<file path="src/rtl/jk_excitation_driver.sv">
// jk_excitation_driver: drives a JK flop bank to a handshaked target and checks Q feedback (JK_TOGGLE_EN selects toggle encoding)
module jk_excitation_driver #(
  parameter int WIDTH  = 8,
  parameter int SETTLE = 1
) (
  input  logic             clk,
  input  logic             rst,
  input  logic             tgt_valid,
  output logic             tgt_ready,
  input  logic [WIDTH-1:0] tgt_data,
  input  logic [WIDTH-1:0] Q_fb,
  output logic [WIDTH-1:0] J,
  output logic [WIDTH-1:0] K,
  output logic             done,
  output logic             err,
  output logic [WIDTH-1:0] err_mask,
  input  logic             err_clr
);
  localparam int CW = $clog2(SETTLE + 1);
  typedef enum logic [1:0] {IDLE, DRIVE, WAIT, CHECK} state_t;
  state_t state, state_n;
  logic [CW-1:0] cnt;
  logic [WIDTH-1:0] tgt, j_n, k_n;
  logic acc;
  always_ff @(posedge clk)
    state <= rst ? IDLE : state_n;
  always_comb begin
    state_n = state == IDLE  ? (acc ? DRIVE : IDLE) :
              state == DRIVE ? WAIT :
              state == WAIT  ? (cnt == CW'(1) ? CHECK : WAIT) : IDLE;
  end
  always_comb begin
    tgt_ready = state == IDLE && !rst;
    acc       = tgt_valid && tgt_ready;
`ifdef JK_TOGGLE_EN
    j_n       = Q_fb ^ tgt_data;
    k_n       = Q_fb ^ tgt_data;
`else
    j_n       = ~Q_fb & tgt_data;
    k_n       = Q_fb & ~tgt_data;
`endif
  end
  always_ff @(posedge clk) begin
    if (rst) begin
      J        <= '0;
      K        <= '0;
      done     <= 1'b0;
      err      <= 1'b0;
      err_mask <= '0;
      cnt      <= '0;
      tgt      <= '0;
    end else begin
      J    <= acc ? j_n : '0;
      K    <= acc ? k_n : '0;
      done <= state == CHECK;
      cnt  <= state == DRIVE ? CW'(SETTLE) : state == WAIT ? cnt - CW'(1) : cnt;
      if (acc) tgt <= tgt_data;
      if (state == CHECK && Q_fb != tgt) begin
        err      <= 1'b1;
        err_mask <= Q_fb ^ tgt;
      end else if (err_clr) begin
        err      <= 1'b0;
        err_mask <= '0;
      end
    end
  end
endmodule

</file>
<file path="config.mk">
export PLATFORM = sky130hd
export DESIGN_NAME = jk_excitation_driver
export DESIGN_NICKNAME = d
export VERILOG_FILES = /design/src/rtl/jk_excitation_driver.sv
export SDC_FILE = /design/constraint.sdc
export NUM_CORES = 1
export LEC_CHECK = 0
export CORE_UTILIZATION = 60
export DETAILED_ROUTE_END_ITERATION = 10
export DONT_BUFFER_PORTS = 1
export GPL_TIMING_DRIVEN = 0
export PLACE_DENSITY = 0.84
export SYNTH_ARGS = -nofsm -noshare
export SYNTH_HDL_FRONTEND = slang
export SYNTH_SLANG_ARGS = --single-unit
export TNS_END_PERCENT = 5
</file>
<file path="constraint.sdc">
create_clock -name clk -period 1.75 [get_ports clk]
set_input_delay 0.35 -clock clk [delete_from_list [all_inputs] [get_ports clk]]
set_output_delay 0.35 -clock clk [all_outputs]
set_load 0.1 [all_outputs]
</file>
**Word-level counts from Yosys, hierarchy flattened**

Index checks and enable logic that the tools add are counted.

- Output and inout port bits: 27
- Word-level logic and storage cells: 38
- Flip-flop bits (word level): 37
- Input port bits: 20

- Bitwise operators: 6
- Reductions and logical operators: 8
- Add/sub/neg operators: 1
- Multiplexer cells: 11
- Equal/unequal tests: 4

Operators with widths:

| kind | count |
|---|---|
| $and 8x8->8 | 2 |
| $mux 8 | 2 |
| $not 8->8 | 2 |
| $ne 8x8->1 | 1 |
| $xor 8x8->8 | 1 |
| $mux 1 | 6 |
| $mux 2 | 3 |
| $eq 2x2->1 const B | 2 |
| $reduce_bool 2->1 | 2 |
| $logic_and 1x1->1 | 3 |
| $eq 2x1->1 const B | 1 |
| $logic_not 2->1 | 1 |
| $reduce_or 2->1 | 1 |
| $logic_not 1->1 | 1 |
| $not 1->1 | 1 |
| $sub 1x1->1 const B | 1 |

**Longest topological paths before layout**

Gate-level depths: netlist of the first run.

- Depth in word-level cells: 5
- Mapped depth: 7
- Depth with buffers taken out: 6

**Worst setup path after synthesis of the first run**

OpenSTA, ideal clock, no wires.

- Path kind: register to register
- Start point: register state[0]
- End point: register tgt[6]
- Clock period less this slack: 2.030 ns
- Path slack: -0.280 ns
- Data required time: 1.618 ns
- Arrival time: 1.898 ns
- Setup time: 0.132 ns
- Cell stages (with the launch flop): 8
- Buffers on the path: 1
- Path through: dfxtp_1 inv_1 ha_1 and2b_1 nand2_1 buf_2 nand2_1 a21oi_1

- Cells in the longest elaborated chain, start to end: 3

RTL lines:

| element | line | source |
|---|---|---|
| start: declaration | 21 | `state_t state, state_n;` |
| start signal: assignment | 26 | `state <= rst ? IDLE : state_n;` |
| $logic_not 2->1 | 33 | `tgt_ready = state == IDLE && !rst;` |
| $logic_and 1x1->1 | 33 |  |
| net tgt_ready | 9 | `output logic tgt_ready,` |
| $logic_and 1x1->1 | 34 | `acc = tgt_valid && tgt_ready;` |
| end signal: assignment | 57 | `if (acc) tgt <= tgt_data;` |
| end: declaration | 23 | `logic [WIDTH-1:0] tgt, j_n, k_n;` |

The timed path passes the listed nets, and every way through them passes these cells.
A chain may end at the register's enable or synchronous reset.

**Worst setup path after layout of the first run**

- Start point: register state[0]
- End point: output tgt_ready

- Cells in the longest elaborated chain, start to end: 2

RTL lines:

| element | line |
|---|---|
| $logic_not 2->1 | 33 |
| $logic_and 1x1->1 | 33 |
| end: declaration | 9 |

No other way between the ends.

==> results.txt, run 1 <==
The run finished with clean final reports. For the initial antenna violation count, the log shows 0. The insertion delay to the later sink of the worst-skew pair is 350 ps, and the worst hold path depth is 1. The worst-case IR drop observed on VDD is 0.869 mV.

After synthesis the netlist holds a flip-flop and latch count of 37. For the first-pass iteration count of the detailed router, the log shows 4. The share of the synthesized area in the top cell type is 0.488, and the H-tree level count is 2.

For this run, the post-layout net count is 198. The share of the yosys chip area belonging to registers is 0.488. The most used flip-flop cell after synthesis is sky130_fd_sc_hd__dfxtp_1.

The largest stage delay on the critical path works out to 390 ps. The Yosys step of the flow raised 0 warnings. The run gives 1520 sq um as the netlist area before placement. The tools report the number of max-cap violations as 0. At the worst endpoint, the required time is 1400 ps. The area growth from synthesis to layout is 11.4%.

Worst setup slack before clock tree synthesis: -177 ps. Counting the buffers created by CTS gives 5. No sink is reached through more buffers than the 2 on the longest clock path. The worst hold path class is in2reg.

For this design the static power due to leakage is 0.640 nW. The HPWL after detailed placement is 2220 um. Once routing completed, OpenROAD measured the worst setup slack at 53.3 ps. Dividing the synthesized area by the synthesized cell count gives 9.10 sq um. Clock tree synthesis found a total of 37 sinks. For the worst slew slack as a fraction of its limit, the log shows 0.341. Of all cell types, the one taking the most synthesized area is sky130_fd_sc_hd__dfxtp_1. The global-route usage over all layers came out at 0.252. Period utilization: 0.970. For the number of placed cells counting well taps, the log shows 195. The global-route wire length before repair came out at 4880 um. Of all nets on the critical path, the largest fanout is 4. Clock-pin transition on the worst setup and hold timing paths: 110 ps. Entering global routing, the biggest net connects 13 pins. The number of global-route vias before repair was 1105; the number of nets still failing antenna checks after routing was 0. In this design, the largest share of critical-path delay is due to simple AND/OR/NAND/NOR gates. Counting every instance in the synthesized netlist gives 167. The number of cells on the critical path works out to 3. At the end of routability-driven placement, the weighted congestion stood at 0.816. The slowest cell on the critical path was sky130_fd_sc_hd__and2b_4. Counting instances in the post-synthesis netlist gives the leading cell types as sky130_fd_sc_hd__dfxtp_1, sky130_fd_sc_hd__a21oi_1, sky130_fd_sc_hd__nor2_1. The finished layout holds 203 standard cells, fillers aside. The number of enable-type register cells in the synthesized netlist was 0; the I/O pin count was 47. The number of port buffers is 0, and the total power divided by cell area is 1090 nW/um^2. The number of different library cells used by synthesis comes to 21. The number of nets handed over by synthesis was 191. The average wire length per cell after detail routing works out to 15.3 um. The most frequent cell after synthesis was sky130_fd_sc_hd__dfxtp_1. After detailed routing, the number of remaining DRC violations is 0. The placement row count is 17.

TritonCTS built the clock tree. The routed design has 3110 um of wire. Clock root buffer: sky130_fd_sc_hd__clkbuf_4.

The floorplan step set the die width to 52.3 um. The worst setup path is launched from a register. The total die area was 2740 sq um; the share of synthesized flip-flops with an asynchronous set or reset was 0. The count of buffering cells on the critical path with inverters included works out to 1. Category of the critical setup timing path: reg2out. The tools report the effective utilization at floorplan as 0.661. Walking the worst path, the cells encountered are inv_2 -> ha_4 -> and2b_4. In the routed layout, each cell is associated on average with a via count of 5.78. By area the synthesized netlist is led by sky130_fd_sc_hd__dfxtp_1, sky130_fd_sc_hd__nor3b_1, sky130_fd_sc_hd__a21oi_1, sky130_fd_sc_hd__nor2_1, sky130_fd_sc_hd__nand2_1.

In this run, the number of DRC markers left after iteration 0 of detailed routing was 34. The fraction of final layout cells with drive strength greater than 1 works out to 0.143. The vertical die dimension works out to 52.3 um.

The actual slew at the worst max-slew pin is 986 ps, and the clock period minus worst slack is 1700 ps. The final count of pins violating max slew is 0. For this run the aggregate overflow at the end of global routing stands at 0.

Counting cells, the worst reg-to-reg path comes to 4. For the maximum frequency from static timing analysis, the log shows 589 MHz. For the worst setup path, the data arrival time is 1350 ps. Across all layers, the routed design uses 1173 vias. The logs give 0 for the final count of negative-setup-slack endpoints and 2300 sq um for the core region area. Setup repair after global routing left no endpoint under its margin. 0 antenna diodes ended up in the layout. The count of endpoints failing hold in the final timing report was 0; the clock skew was 3.47 ps.

The critical path capture point type is an output pin.
## per-stage QoR
stage	hold slack [ps]	util	area, sq um	setup TNS (ps)	power, mW
floorplan	426	-	1520	0	1.08
global placement	426	0.677	1560	-1750	1.10
detailed placement	428	0.677	1560	-2570	1.11
CTS	50.8	0.724	1660	0	1.83
global route	30.2	0.737	1690	0	1.89
finish	55.0	0.737	1690	0	1.84
## logic make-up after synthesis
| family | synth area share |
|---|---|
| simple gates | 0.301 |
| compound gates | 0.0881 |
| buf+inv | 0.0338 |
| flops | 0.488 |
| xor+xnor | 0.0560 |
| fa+ha+maj | 0.0330 |
## registers in the layout (all words and copies together), names as in the netlist
register  count
err           1
cnt           1
done          1
state         2
tgt           8
err_mask      8
K             8
J             8
## worst paths after layout
check	from	end	slack, ps
hold / removal	tgt_data[7]	K[7]$_SDFF_PP0_	60
setup / recovery	state[0]$_SDFF_PP0_	tgt_ready	50
setup reg to reg	err_mask[1]$_SDFFE_PP0P_	err_mask[1]$_SDFFE_PP0P_	110
hold reg to reg	tgt[5]$_SDFFE_PP0P_	tgt[5]$_SDFFE_PP0P_	480
## layer usage
layer | GRT usage | up-vias | wire, um
li1 | - | 567 | -
met1 | 0.301 | 550 | 1350
met2 | 0.403 | 48 | 1530
met3 | 0.101 | 8 | 199
met4 | 0.0921 | 0 | 38
met5 | 0 | - | 0
## what timing repair did
item / 4_1_cts / 5_1_grt
hold buffers: 0 / 0
gates cloned: 0 / 0
setup buffers: 0 / 0
resized for setup: 3 / 8
endpoints found under the setup margin: 25 / 20
## report_power, final
part	total, mW	internal (mW)	switching [mW]
clock	0.742	0.442	0.299
sequential	0.950	0.864	0.0854
combinational	0.148	0.0531	0.0947
## cells in the final DEF, fill, tap and decap left out, drive strengths merged
cell type / count
a22o: 1
ha: 4
nor3b: 17
and2b: 2
nand2b: 8
nor2: 24
nor4bb: 1
nor4: 2
xor2: 8
clkinv: 1
inv: 2
dfxtp: 37
buf: 3
bufinv: 2
clkbuf: 9
a21oi: 25
nand2: 19
nand3: 8
nor3: 1
and2: 1
## area by class of cell
| class | instances | area [sq um] |
|---|---|---|
| well taps | 28 | 35.0 |
| clock buffers | 5 | 37.5 |
| fillers | 192 | 604 |
| plain buffers | 7 | 46.3 |
| flip-flops and latches | 37 | 742 |
| inverters | 2 | 7.51 |
| clock inverters | 3 | 65.1 |
| multi-input cells | 121 | 759 |
No activity file was read; power rests on OpenSTA's default activity.
==> run 2: changes to the inputs <==
Settings changed: CAP_MARGIN set to 20, GPL_TIMING_DRIVEN 0 to 1, MAX_ROUTING_LAYER set to met4.
==> run 2 against run 1 <==
Combinational power grew 53%. Utilization rose by 4.6 points. Fmax increased by 1.3%. First-iteration DRC count rose by 18%. Sequential share of layout area shrank 2.5 points. Critical path depth grew 1. Die area stayed put. Flip-flop and latch count unchanged. Clock power down 44%. Critical endpoint unchanged. Largest cell class is now registers.
==> results.txt, run 2 (same netlist as run 1, synthesis figures left out) <==
The flow ran to the end, and the final reports show no timing, DRC or antenna violations. Vertical die dimension: 52.3 um (unchanged). The worst setup slack before clock tree synthesis was 195 ps (+372 ps); the effective utilization at floorplan was 0.661 (unchanged). The logs give 2300 sq um (unchanged) for the core region area and 1400 ps (about the same) for the required time of the critical path. The first-pass iteration count of the detailed router was 4 (unchanged). The relative area change from synthesis to final layout was 18.4%.

The number of max-cap violations is 0 (unchanged), and the horizontal die dimension is 52.3 um (unchanged). For the final routed wirelength across all metal layers, the log shows 3140 um (+0.87%). The clock sink total came out at 37 (unchanged).

The I/O pin count was 47 (unchanged). The clock-pin transition on the worst setup and hold timing paths was 100 ps (about the same); the switching share of power was 0.283 (+0.0223). The arrival time reported for the critical path endpoint is 1330 ps (-20 ps), and the worst ir drop on vdd is 0.883 mV (+1.5%). Worst hold path class: in2reg.

The H-tree level count was 2 (unchanged); the routability congestion estimate was 0.838 (+2.7%). The fraction of final layout cells with drive strength greater than 1 is 0.214 (+0.0714), and the final count of negative-setup-slack endpoints is 0 (unchanged). The run gives 0.430 mW (-10%) as the switching power summed over all nets. The library cells used most frequently in the layout, excluding fill and tap cells, are sky130_fd_sc_hd__dfxtp_1, sky130_fd_sc_hd__buf_4, sky130_fd_sc_hd__a21oi_1, sky130_fd_sc_hd__nor2_1, sky130_fd_sc_hd__nand2_1.

Setup repair after global routing left no endpoint under its margin. The logs give 0 (unchanged) for the number of antenna repair diodes and 0.274 (-0.129) for the proportion of power drawn by the clock network. The total power divided by cell area works out to 844 nW/um^2 (-22%). Global-route usage over all layers: 0.276 (+0.0244). The insertion delay to the later sink of the worst-skew pair was 340 ps (about the same); the detailed-route vias per instance was 5.57 (-3.6%).

The highest fanout seen on the critical path works out to 4 (unchanged). The number of port buffers came out at 0 (unchanged). The signal on the critical path passes through inv_1 -> ha_4 -> and2b_2 -> buf_12. The slowest cell on the critical path was sky130_fd_sc_hd__dfxtp_2. The largest net degree at the start of global routing is 25 (+12), and the share of power burned in combinational logic is 0.149 (+0.069). The worst setup path is of the reg2out kind. For the internal power contribution, the log shows 1.09 mW (-20%). The launching element type of the critical path was a register.

TritonCTS built the clock tree. The tools report the final critical-path setup slack as 74.9 ps (+21.6 ps). Worst slew slack as a fraction of its limit: 0.614 (+0.273).

Largest buffer count on any clock path: 2 (unchanged). The number of buffers inserted for hold repair after clock tree synthesis was 0 (unchanged); the number of violations reported at the end of detailed-routing iteration 0 was 40 (+18%). The logs give 0 (unchanged) for the final count of pins violating max slew and 1248 (+6.4%) for the total number of vias. The run gives 2310 um (+4.2%) as the detailed-placement wirelength estimate. The remaining design rule violation count came out at 0 (unchanged). The largest stage delay on the critical path is 350 ps (-40 ps). The logs give 0.729 nW (+14%) for the static leakage and 0.783 (+0.0458) for the final design utilization. The clock period minus worst slack was 1680 ps (-21.6 ps). The post-CTS setup repair buffer count was 0 (unchanged). The run gives 0 (unchanged) as the initial antenna violation count. Global-route wire length before repair: 5230 um (+7.2%). The number of nets still failing antenna checks after routing came out at 0 (unchanged). Leaving out fill and tap cells, the most frequent cell in the layout is sky130_fd_sc_hd__dfxtp_1.

The actual slew at the worst max-slew pin works out to 579 ps (-408 ps). STA classifies the critical path endpoint as an output pin. The clock root buffer is sky130_fd_sc_hd__clkbuf_4. Clock skew: 7.63 ps (+4.17 ps). For the count of endpoints failing hold in the final timing report, the log shows 0 (unchanged). The run gives 5 (unchanged) as the number of buffers created by CTS.

The maximum frequency from static timing analysis was 597 MHz (+1.3%). The run gives 0 (unchanged) as the total global routing overflow. The number of global-route vias before repair came out at 1277 (+16%). The logs give 0.577 (+0.061) for the portion of total power attributed to sequential cells and 2740 sq um (unchanged) for the total die area.

The setup TNS after final layout is 0 ps (unchanged), and the net count reported at finish is 219 (+11%). The average wire length per cell after detail routing was 14.0 um (-8.6%). The placement row count came out at 17 (unchanged). The period utilization came out at 0.957 (-0.0123).
-- run 2: per-layer routing --
layer  vias up  track usage  part of all wire
met3         8       0.0812             0.074
li1        613            -                 -
met1       583        0.286              0.40
met2        44        0.470              0.51
met5         -            -                 0
met4         0        0.145             0.019
-- run 2: worst paths after layout --
path | start | to | slack, ps | depth (start not counted)
setup / recovery | state[1]$_SDFF_PP0_ | tgt_ready | 70 | 4
hold / removal | rst | err_mask[2]$_SDFFE_PP0P_ | 60 | 1
setup reg to reg | state[1]$_SDFF_PP0_ | tgt[6]$_SDFFE_PP0P_ | 270 | 7
hold reg to reg | tgt[5]$_SDFFE_PP0P_ | tgt[5]$_SDFFE_PP0P_ | 470 | 2
-- run 2: through the flow --
stage          total power, mW  instance area [sq um]  hold slack [ps]  instances
6_report                  1.52                   1800             62.6        224
3_3_place_gp              1.10                   1720              422        216
4_1_cts                   1.53                   1790             55.1        224
3_5_place_dp              1.11                   1720              424        216
2_1_floorplan             1.08                   1520              426        167
5_1_grt                   1.58                   1800             43.1        224
-- run 2: power groups by stage --
stage | logic [mW] | registers (mW) | clock network [mW]
after detailed placement | 0.216 | 0.895 | 0
final | 0.226 | 0.876 | 0.417
after global routing | 0.241 | 0.879 | 0.455
after CTS | 0.223 | 0.876 | 0.427
after floorplan | 0.114 | 0.966 | 0
after global placement | 0.211 | 0.894 | 0
-- run 2: worst max-delay path, delay by kind of cell (launching register included) --
| family | cells | cell delay [ps] |
|---|---|---|
| flip-flops | 1 | 350 |
| buffers and inverters | 2 | 250 |
| AND/OR/NAND/NOR | 1 | 220 |
| adder cells (fa/ha/maj) | 1 | 170 |
-- run 2: final cells by class --
class,instances,area [sq um]
fillers,158,499
clock buffers,8,48.8
well taps,28,35.0
multi-input cells,121,741
repair buffers,28,223
flip-flops and latches,37,743
inverters,2,7.51
-- run 2: what timing repair did --
item	4_1_cts	5_1_grt
pin swaps	0	0
endpoints found under the setup margin	1	1
resized for setup	6	2
==> run 3: changes to the inputs <==
Settings changed: CORE_UTILIZATION 60 to 55, PLACE_DENSITY 0.84 to 0.81.
Clock period 1.75 ns to 1.4 ns, I/O delays scaled along.
==> run 3 against run 2 <==
Total power increased by 37%. Cell area grew 21%. The flow now finishes with violations (negative setup slack). Worst hold slack got worse by 25 ps. Cell count increased by 14%. Clock power up 42%. Critical path type unchanged. Wire length grew 46%. First-iteration DRC count grew 35%.
==> results.txt, run 3 (same netlist as run 1, synthesis figures left out) <==
The tools report the number of placed cells counting well taps as 220 (+1.9%). Critical hold path startpoint: tgt_data[0]. The static leakage was 0.870 nW (+19%).

The run gives 25 (unchanged) as the largest net degree at the start of global routing. TritonCTS built the clock tree. The effective utilization at floorplan was 0.597 (-0.0644); the placement row count was 18 (+1). The checks that failed: negative setup slack.

Net count reported at finish: 248 (+13%). The logs give 2540 sq um (+11%) for the core region area and 0 (unchanged) for the count of endpoints failing hold in the final timing report. Setup repair after global routing could not meet its margin everywhere.

The tools report the setup TNS after final layout as -756 ps (-756 ps). Clock-pin transition on the worst setup and hold timing paths: 120 ps (+20 ps). The horizontal die dimension was 54.6 um (+4.3%); the period utilization was 1.11. The routability congestion estimate was 0.789 (-5.8%).

The top cell types in the final layout, fill and taps aside, are sky130_fd_sc_hd__buf_4, sky130_fd_sc_hd__dfxtp_1, sky130_fd_sc_hd__nor2_1, sky130_fd_sc_hd__a21oi_1, sky130_fd_sc_hd__dlygate4sd3_1. The non-filler instance count after layout is 255 (+14%). The fraction of final layout cells with drive strength greater than 1 was 0.333 (+0.119).

The worst hold path class is in2reg. Launching element type of the critical path: a register. For the largest buffer count on any clock path, the log shows 2 (unchanged). The worst setup path is of the reg2out kind. The tools report the H-tree level count as 2 (unchanged).

Filler cell count in the final layout: 129 (-18%). The detailed-placement wirelength estimate is 2350 um (+1.8%), and the highest fanout seen on the critical path is 2 (-2). Leading cell type in the layout, fill and taps excluded: sky130_fd_sc_hd__buf_4. The number of nets still failing antenna checks after routing was 0 (unchanged); the number of buffers created by CTS was 5 (unchanged). The total global routing overflow came out at 0 (unchanged). The clock root buffer is sky130_fd_sc_hd__clkbuf_4. The critical path capture point type is an output pin.

The number of antenna repair diodes is 0 (unchanged). The number of max-cap violations is 0 (unchanged), and the total power divided by cell area is 958 nW/um^2 (+13%). The final critical-path setup slack was -151 ps (-226 ps); the detailed-route vias per instance was 5.79 (+4.0%).

The tools report the clock skew as 13.9 ps (+6.22 ps). The global-route usage over all layers came out at 0.311 (+0.0348). The arrival time reported for the critical path endpoint was 1270 ps (-60 ps); the total die area was 2980 sq um (+8.7%). The logs give 1120 ps (-280 ps) for the required time of the critical path and 1477 (+18%) for the total number of vias. The flow ran to the end, but the final reports show violations. The number of global-route vias before repair is 1388 (+8.7%).

The relative area change from synthesis to final layout was 43.1%; the vertical die dimension was 54.6 um (+4.3%). Final routed wirelength across all metal layers: 4590 um (+46%). The first-pass iteration count of the detailed router is 5 (+1), and the actual slew at the worst max-slew pin is 873 ps (+294 ps). Average wire length per cell after detail routing: 18.0 um (+29%). For the initial antenna violation count, the log shows 0 (unchanged).

The tools report the final count of pins violating max slew as 0 (unchanged). Clock sink total: 37 (unchanged). Counting I/O delays and the setup requirement, the final critical path takes 1550 ps.

The tools report the remaining design rule violation count as 0 (unchanged). The insertion delay to the later sink of the worst-skew pair was 370 ps (+30 ps). For the global-route wire length before repair, the log shows 6000 um (+15%). The worst register-to-register path ends at tgt[6]$_SDFFE_PP0P_. Worst-case hold path end point: tgt[0]$_SDFFE_PP0P_. The worst slack on hold paths came out at 37.4 ps (-25.2 ps).

For this run, the top clock speed supported by timing is 645 MHz. The number of violations reported at the end of detailed-routing iteration 0 is 54 (+35%). In this run the critical register-to-register path is launched from state[1]$_SDFF_PP0_.

The worst ir drop on vdd is 1.10 mV (+25%), and the worst hold path depth is 2 (+1). The number of port buffers was 0 (unchanged); the final count of negative-setup-slack endpoints was 16 (+16). The worst slew slack as a fraction of its limit came out at 0.416 (-0.198). The I/O pin count is 47 (unchanged), and the worst-case register-to-register setup slack is -70 ps (-340 ps). The number of cells on the worst reg-to-reg path is 8 (+1).
run 3: cell count changes in the layout (fill, tap and decap cells not counted), sizes merged:
cell         change
clkbuf           -2
clkinvlp         +2
dlygate4sd3     +17
buf             +12
run 3: worst max path at each step:
stage | slack (ps) | endpoint | startpoint
final | -150 | tgt_ready | state[1]$_SDFF_PP0_
after global routing | -170 | tgt_ready | state[0]$_SDFF_PP0_
after global placement | 90 | err_mask[1]$_SDFFE_PP0P_ | tgt[5]$_SDFFE_PP0P_
after detailed placement | 20 | err_mask[1]$_SDFFE_PP0P_ | tgt[5]$_SDFFE_PP0P_
after CTS | -110 | tgt_ready | state[1]$_SDFF_PP0_
after floorplan | -60 | err_mask[2]$_SDFFE_PP0P_ | err_mask[2]$_SDFFE_PP0P_
run 3: worst max-delay path, stage by stage, from the launching register on:
cell	delay, ps
sky130_fd_sc_hd__dfxtp_2	360
sky130_fd_sc_hd__inv_2	50
sky130_fd_sc_hd__ha_4	150
sky130_fd_sc_hd__and2b_4	180
sky130_fd_sc_hd__buf_12	160
run 3: timing repair:
action / in CTS / in global routing
pin swaps: 1 / 5
hold buffers: 17 / 0
setup endpoints to repair: 2 / 14
resized for setup: 3 / 17
buffers inserted: 6 / 4
hold endpoints to repair: 35 / 0
run 3: cell type report:
| cell class | instances | area, sq um | area share |
|---|---|---|---|
| flip-flops and latches | 37 | 747 | 0.344 |
| repair buffers | 57 | 487 | 0.224 |
| clock inverters | 2 | 15.0 | 0.00691 |
| inverters | 2 | 7.51 | 0.00345 |
| well taps | 30 | 37.5 | 0.0173 |
| multi-input cells | 121 | 838 | 0.386 |
| clock buffers | 6 | 41.3 | 0.0190 |
run 3: per-layer routing:
metal	global-route usage	part of all wire
met3	0.106	0.066
met5	-	0
met1	0.301	0.36
met4	0.150	0.044
met2	0.551	0.53
run 3: through the flow:
step / utilization / setup WS (ps) / instance area, sq um / total power, mW
5_1_grt: 0.854 / -174 / 2170 / 2.15
3_3_place_gp: 0.695 / 92.7 / 1770 / 1.40
3_5_place_dp: 0.695 / 24.2 / 1770 / 1.41
2_1_floorplan: - / -62.0 / 1540 / 1.36
4_1_cts: 0.810 / -112 / 2060 / 2.02
6_report: 0.854 / -151 / 2170 / 2.08
run 3: power breakdown:
part           leakage, nW  switching (mW)  total (mW)  internal (mW)
Sequential           0.303          0.0186        1.10           1.08
Clock               0.0245           0.395       0.591          0.196
Combinational        0.543           0.245       0.391          0.146
